==> src/rtl/regfile_pkg.sv <==
// regfile_pkg: shared defaults, register-0 constant and write-port priority helper
package regfile_pkg;
   localparam int DEF_XLEN = 32;
   localparam int DEF_NREG = 32;
   localparam int DEF_NRD  = 2;
   localparam int DEF_NWR  = 2;
   localparam int MAX_NWR  = 4;
   localparam int ZERO_REG = 0;

   // Highest-index asserted bit of a per-port hit vector (the winning writer); 0 when none hit.
   function automatic logic [1:0] win_port(input logic [MAX_NWR-1:0] hit);
      win_port = '0;
      for (int j = 0; j < MAX_NWR; j++)
         if (hit[j]) win_port = 2'(j);
   endfunction
endpackage

==> src/rtl/reg_scoreboard.sv <==
// reg_scoreboard: per-register busy bits with reservation acceptance and writeback clear
module reg_scoreboard import regfile_pkg::*; #(
   parameter int NREG = DEF_NREG,
   parameter int NWR  = DEF_NWR,
   localparam int AW  = $clog2(NREG)
) (
   input  logic              clk,
   input  logic              rst,
   input  logic [NWR-1:0]    we,
   input  logic [NWR*AW-1:0] wa,
   input  logic              rsv_valid,
   input  logic [AW-1:0]     rsv_addr,
   output logic              rsv_ok,
   output logic [NREG-1:0]   busy_vec
);
   logic [NREG-1:0] clr;
   logic [NREG-1:0] set;

   // Registers being written back this cycle release their busy bit.
   always_comb begin
      clr = '0;
      for (int j = 0; j < NWR; j++)
         if (we[j]) clr[wa[j*AW +: AW]] = 1'b1;
   end

   // A reservation is refused only when the target still has a pending writer that is not retiring now.
   assign rsv_ok = !rst && rsv_valid &&
                   (rsv_addr == AW'(ZERO_REG) || !busy_vec[rsv_addr] || clr[rsv_addr]);
   assign set = rsv_ok ? NREG'(1) << rsv_addr : '0;

   // Set beats clear so the newly issued producer owns the register; bit 0 never becomes busy.
   always_ff @(posedge clk)
      busy_vec <= rst ? '0 : ((busy_vec & ~clr) | set) & ~NREG'(1);
endmodule

==> src/rtl/regfile_sb.sv <==
// regfile_sb: multi-port register file with optional write bypass and busy scoreboard
module regfile_sb import regfile_pkg::*; #(
   parameter int XLEN   = DEF_XLEN,
   parameter int NREG   = DEF_NREG,
   parameter int NRD    = DEF_NRD,
   parameter int NWR    = DEF_NWR,
   parameter int BYPASS = 1,
   localparam int AW    = $clog2(NREG)
) (
   input  logic                clk,
   input  logic                rst,
   input  logic [NRD*AW-1:0]   rd_addr,
   output logic [NRD*XLEN-1:0] rd_data,
   output logic [NRD-1:0]      rd_busy,
   input  logic [NWR-1:0]      we,
   input  logic [NWR*AW-1:0]   wa,
   input  logic [NWR*XLEN-1:0] wd,
   input  logic                rsv_valid,
   input  logic [AW-1:0]       rsv_addr,
   output logic                rsv_ok,
   output logic [NREG-1:0]     busy_vec
);
   logic [XLEN-1:0] mem [NREG];

   function automatic logic [MAX_NWR-1:0] hits(input logic [AW-1:0] a, input logic [NWR-1:0] w,
                                               input logic [NWR*AW-1:0] x);
      hits = '0;
      for (int j = 0; j < NWR; j++)
         hits[j] = w[j] && x[j*AW +: AW] == a;
   endfunction

   reg_scoreboard #(.NREG(NREG), .NWR(NWR)) u_sb (
      .clk(clk), .rst(rst), .we(we), .wa(wa), .rsv_valid(rsv_valid),
      .rsv_addr(rsv_addr), .rsv_ok(rsv_ok), .busy_vec(busy_vec)
   );

   // Array update: the highest-index port targeting a register supplies its data; register 0 is never written.
   always_ff @(posedge clk)
      if (rst)
         for (int r = 0; r < NREG; r++) mem[r] <= '0;
      else
         for (int r = 1; r < NREG; r++)
            if (|hits(AW'(r), we, wa))
               mem[r] <= wd[int'(win_port(hits(AW'(r), we, wa)))*XLEN +: XLEN];

   for (genvar i = 0; i < NRD; i++) begin : g_rd
      logic [AW-1:0]      a;
      logic [MAX_NWR-1:0] h;
      logic               byp;
      assign a   = rd_addr[i*AW +: AW];
      assign h   = hits(a, we, wa);
      assign byp = BYPASS != 0 && !rst && |h;
      assign rd_data[i*XLEN +: XLEN] = a == AW'(ZERO_REG) ? '0 :
                                       byp ? wd[int'(win_port(h))*XLEN +: XLEN] : mem[a];
      assign rd_busy[i] = a != AW'(ZERO_REG) && !byp && busy_vec[a];
   end
endmodule

==> config.mk <==
export PLATFORM = sky130hd
export DESIGN_NAME = regfile_sb
export DESIGN_NICKNAME = d
export VERILOG_FILES = /design/src/rtl/regfile_pkg.sv /design/src/rtl/reg_scoreboard.sv /design/src/rtl/regfile_sb.sv
export SDC_FILE = /design/constraint.sdc
export NUM_CORES = 2
export LEC_CHECK = 0
export CELL_PAD_IN_SITES_DETAIL_PLACEMENT = 0
export CELL_PAD_IN_SITES_GLOBAL_PLACEMENT = 1
export CORE_UTILIZATION = 40
export DETAILED_ROUTE_END_ITERATION = 7
export PLACE_DENSITY = 0.67
export SLEW_MARGIN = 20
export SYNTH_ARGS = -nofsm -noshare
export SYNTH_HDL_FRONTEND = slang
export SYNTH_SLANG_ARGS = --single-unit
export TNS_END_PERCENT = 10
==> constraint.sdc <==
create_clock -name clk -period 3.18 [get_ports clk]
set_input_delay 0.636 -clock clk [delete_from_list [all_inputs] [get_ports clk]]
set_output_delay 0.636 -clock clk [all_outputs]
set_load 0.01 [all_outputs]
== Yosys cells after proc, flatten, opt, wreduce, memory -nomap -nowiden ==
Memory sizes are Yosys's and may differ from the RTL's.
Index checks and enable logic that the tools add are counted.

* Add/subtract/negate cells: 0
* Bitwise gates (word level): 35
* Order comparisons: 7
* Shift-type cells: 34
* Multiplexer cells: 240
* $mul: 0
* Reductions and logical operators: 120
* Equality and inequality tests: 66
* Div/mod/pow operators: 0

{| class="wikitable"
|+ Operators by type and width
! cell !! number
|-
| $shiftx 64x8->32 || 33
|-
| $mux 32 || 38
|-
| $eq 5x5->1 const B || 32
|-
| $mux 1 || 134
|-
| $mux 2 || 62
|-
| $eq 5x4->1 const B || 16
|-
| $logic_and 1x1->1 || 76
|-
| $reduce_or 2->1 || 33
|-
| $or 32x32->32 || 2
|-
| $eq 5x3->1 const B || 8
|-
| $and 32x32->32 || 1
|-
| $not 32->32 || 1
|-
| $shl 1x5->32 const A || 1
|-
| $or 1x1->1 || 31
|-
| $lt 5x6->1 const B || 5
|-
| $bmux 1 s5 || 4
|-
| $eq 5x2->1 const B || 4
|-
| $eq 5x5->1 || 4
|-
| $logic_not 5->1 || 3
|-
| $demux 1 s5 || 2
|-
| $eq 5x1->1 const B || 2
|-
| $ge 5x1->1 const B || 2
|-
| $reduce_bool 5->1 || 2
|-
| $logic_not 1->1 || 4
|-
| $logic_or 1x1->1 || 2
|}

* Memories: 1
* Input port bits: 94
* Bits in latches: 0
* Register bits after elaboration: 31
* ROM bits: 0
* Bits in writable memories: 1,024

{| class="wikitable"
|+ Memories
! name !! depth !! width !! read ports !! clocked after Yosys merged registers in !! write ports !! line !! source
|-
| mem || 32 || 32 || 2 || 0 || 32 || regfile_sb.sv:23 || <nowiki>logic [XLEN-1:0] mem [NREG];</nowiki>
|}

== Longest topological paths before layout ==
* Word-level depth: 13
* Gate-level depth with buffers: 10
* Gate-level depth less buffers: 6

== Hierarchy ==
A second synthesis with hierarchy kept.

* Cells, all modules: 6,783
* Area, all modules: 66,950.5 um^2

{| class="wikitable"
|+ By module, submodules not included
! module !! seq. area each (um^2) !! area an instance (um^2) !! instances !! cells each
|-
| regfile_sb || 29,788.6 || 64,312.9 || 1 || 6,478
|-
| reg_scoreboard || 620.6 || 2,637.5 || 1 || 305
|}

== Least setup slack after synthesis ==
Ideal clock, no wire load.

* Path type: in2out
* Start point: input port rd_addr[6]
* End point: output port rd_data[34]
* Stages on the path: 8
* Data arrival time: 2,424 ps
* Slack: 120 ps
* Path buffers: 4
* Cell sequence: buf_2 > buf_2 > clkbuf_1 > buf_2 > mux4_2 > mux4_2 > mux2i_1 > a21oi_1

* Cells in the longest elaborated chain, start to end: 6

{| class="wikitable"
|+ Ends and longest elaborated chain
! what !! line !! source
|-
| from (decl) || regfile_sb.sv:12 || <nowiki>input logic [NRD*AW-1:0] rd_addr,</nowiki>
|-
| $eq 5x5->1 || regfile_sb.sv:29 || <nowiki>hits[j] = w[j] && x[j*AW +: AW] == a;</nowiki>
|-
| $logic_and 1x1->1 || regfile_sb.sv:29 ||
|-
| $mux 1 or $reduce_or 2->1 (tied branches) || regfile_pkg.sv:14, regfile_sb.sv:52 ||
|-
| $shiftx 64x8->32 or $logic_and 1x1->1 (tied branches) || regfile_sb.sv:54, regfile_sb.sv:52 ||
|-
| $mux 32 || regfile_sb.sv:54 || <nowiki>byp ? wd[int'(win_port(h))*XLEN +: XLEN] : mem[a];</nowiki>
|-
| $mux 32 * || regfile_sb.sv:53 || <nowiki>assign rd_data[i*XLEN +: XLEN] = a == AW'(ZERO_REG) ? '0 :</nowiki>
|-
| to (decl) || regfile_sb.sv:13 || <nowiki>output logic [NRD*XLEN-1:0] rd_data,</nowiki>
|}

Every way passes the cells marked *; elsewhere a longest branch is shown, timed or not.

== Worst setup path after layout ==
* Start point: input port rd_addr[5]
* End point: output port rd_data[38]

Same word-level chain as after synthesis.

==> reports/qor.yml <==
hold_path.startpoint: "rst"
synthToLayoutAreaGrowth_pct: 25.49
boundaryPins: 193
portBuffers: 191
synthMuxAreaShare_pct: 24.07
cts_tree: "done"
cp_num_buf_inv: 6
hold-path-cell-count: 2
cts_buffers: 114
slew_viol_final: 0
maxCapViolCount: 0
multi_input_area_sq_um: 32540
ctsRootBufferMaster: "clkbuf_16"
grt_start_max_net_pins: 197
vias_per_cell: 6.642
worstSkewPairLatency_ns: 0.77
syn_inst: 6110
syn-cell-area_sq_um: 65180
clk_pin_slew_ns: 0.06
num_rows: 147
grt_pass1_wl_um: 440600
ys_seq_area_share_pct: 46.65
slew_headroom_pct: 14.79
r2r_start: "u_sb.busy_vec[9]$_SDFF_PP0_"
ant_nets: 0
antenna_found_initial: 7
via_count: 58227
holdBufCountCts: 0
drive_gt1_share_pct: 31.67
start_util_pct: 40.46
path_delay_family: "multiplexers"
die_w_um: 405.7
synthArstFlopShare_pct: 0
violations: "setup timing"
cp_slowest_cell: "mux4_2"
die_h_um: 405.7
hold_viol: 0
r2r_slack_ns: 1.12
cts_buffer_depth: 3
synth-seq-cells: 1023
wl_per_cell_um: 36.63
final_nets: 6600
synthXorXnorAreaFrac_pct: 0.2956
seq_power_share_pct: 43.5
p_per_area_nw_per_um2: 459.8
timing.fmax_mhz: 278.4
grt_pass1_vias: 55505
htreeDepth: 3
drt_iter0_markers: 9860
peakVddDrop_mv: 0.5256
hpwl_um: 203100
ys_types: 63
avgSynthCellArea_sq_um: 10.67
fp.coreArea_sq_um: 161100
final-setup-viol-count: 67
clock_sinks: 1023
critical-path-max-stage-delay_ns: 0.59
synth_top_family_by_area: "multiplexers"
yosysWarnings: 0
min_to: "mem[26][30]$_SDFFCE_PP0P_"
dr.pass1.iters: 8
critPathKind: "in2out"
drcViolationCount: 0
synth-simple-area-share_pct: 13.34
p_comb_share_pct: 20.5
end_kind: "output pin"
worstPathRequired_ns: 2.54
intPower_w: 0.02690
gp_congestion: 0.9897
synth_fa_ha_area_share_pct: 0
path_cells: "buf_16 -> buf_12 -> buf_12 -> buf_6 -> mux4_2 -> mux4_2 -> mux2i_1 -> buf_4 -> a21oi_2 -> buf_2"
grt_use_total_pct: 38.62
syn_nets: 6204
period_share_pct: 113.0
fin_crit_ns: 3.592
dieArea_sq_um: 164600
ys.flop_type: "edfxtp_1"
yosysTopAreaCellShare_pct: 45.70
reg2regPathDepth: 7
synthTopCellsByArea: "edfxtp_1, mux4_2, nand2_1"
power_leakage_nw: 29.97
synth_edf_count: 992
worst_pin_slew_ns: 1.278
status: "finished, violations left"
switching_share_pct: 28.47
yosysTopAreaCell: "edfxtp_1"
p_switching_w: 0.01071
grt_overflow: 0
cp_max_fo: 6
seq_area_sq_um: 30430
final_core_util_pct: 50.77
routed_wirelength_um: 321100
min_path_type: "in2reg"
fin_ws_ns: -0.4123
clockPowerShare_pct: 36.1
synth_compound_area_share_pct: 10.43
skew_ns: 0.01123
fillers: 14003
r2r_end: "u_sb.busy_vec[10]$_SDFF_PP0_"
dp_slack_ns: -1.033
arrival_ns: 2.96
cp-start-kind: "primary input"
rsz0062_at_grt: "yes"
[layer usage]
metal  share of wire [%]  track usage (%)  up-vias
met2                  43            55.43     4953
met1                  35            50.18    29168
met4                 8.1            26.66        2
met5              0.0050                0        -
li1                    -                -    23105
met3                  14            11.32      999
[cell type report]
type,count,share of cell area (%)
repair buffers,1027,14.99
flip-flops and latches,1023,37.20
multi-input cells,4306,39.78
well taps,2160,3.304
clock inverters,68,0.7465
clock buffers,145,3.807
diodes,4,0.01224
inverters,34,0.1560
[Yosys cell counts, types with 34 or more instances]
master    instances
buf_2            96
inv_1            34
o21ai_0          71
buf_6            42
a22o_1           67
buf_1           132
mux4_2          599
a21oi_1        1057
mux2_2          131
nand2_1        2039
mux2i_1          72
clkbuf_1        469
nor2_1           54
o22ai_1          45
edfxtp_1        992
[power groups by stage]
stage          Combinational [W]  Clock, W  Sequential [W]
2_1_floorplan            0.00387         0          0.0164
3_3_place_gp             0.00707         0          0.0166
3_5_place_dp             0.00714         0          0.0166
4_1_cts                  0.00741    0.0135          0.0163
5_1_grt                  0.00787    0.0140          0.0165
6_report                 0.00770    0.0136          0.0163
[through the flow]
step / total power (W) / cells / hold slack (ns) / setup TNS, ns / area [sq um]
2_1_floorplan: 0.02026 / 6110 / 0.5190 / 0 / 65180
3_3_place_gp: 0.02363 / 8431 / 0.4859 / -68.80 / 75410
3_5_place_dp: 0.02375 / 8431 / 0.4928 / -70.54 / 75410
4_1_cts: 0.03728 / 8734 / 0.2369 / -17.29 / 81280
5_1_grt: 0.03834 / 8763 / 0.2688 / -19.80 / 81790
6_report: 0.03761 / 8767 / 0.2753 / -18.51 / 81800
[cells by family (layout without fill, tap and decap cells)]
logic type,count (synthesis),count (layout)
simple gates,2210,2210
compound gates,1271,1271
flops,1023,1023
mux,802,802
buf+inv,781,1274
xor+xnor,22,22
other cells,1,5
[cell usage in the layout (no fill, tap or decap), drive strengths merged, types with 3 or more instances in the layout]
cell,synthesis,final
nand2b,24,24
xnor2,4,4
a32oi,3,3
dfxtp,31,31
and2,4,4
mux4,599,599
nor2b,7,7
nor4,7,7
mux2i,72,72
a22o,67,67
nand4b,6,6
a21oi,1057,1057
inv,34,36
xor2,18,18
clkdlybuf4s50,0,99
a221oi,3,3
nor3b,3,3
bufbuf,0,4
dlygate4sd2,0,4
o221ai,4,4
nand4,4,4
or2,24,24
diode,0,4
nand2,2041,2041
buf,278,911
nor3,10,10
o22ai,45,45
clkdlybuf4s15,0,5
edfxtp,992,992
nor4b,3,3
clkinv,0,58
bufinv,0,8
or3,6,6
o21ai,74,74
and3,5,5
nand4bb,6,6
clkbuf,469,149
mux2,131,131
nor2,54,54
[worst max-delay path by stage]
stage                    start  slack (ns)  cells after the start     endpoint
floorplan           rd_addr[6]        0.12                      8  rd_data[34]
global placement         wa[7]       -1.02                     11  rd_data[17]
detailed placement       wa[8]       -1.03                     11  rd_data[17]
CTS                 rd_addr[5]       -0.38                     10  rd_data[38]
global route        rd_addr[5]       -0.42                     10  rd_data[56]
finish              rd_addr[5]       -0.41                     10  rd_data[38]
[flip-flops by register name (all words and copies together), names as in the netlist]
register       count
mem              992
u_sb.busy_vec     31
[repair_timing]
action | 4_1_cts | 5_1_grt
resized for setup | 639 | 47
endpoints found under the setup margin | 67 | 67
setup buffers | 74 | 26
gates cloned | 18 | 3
pin swaps | 82 | 12
Note: power is estimated with default switching activity, not from simulation.
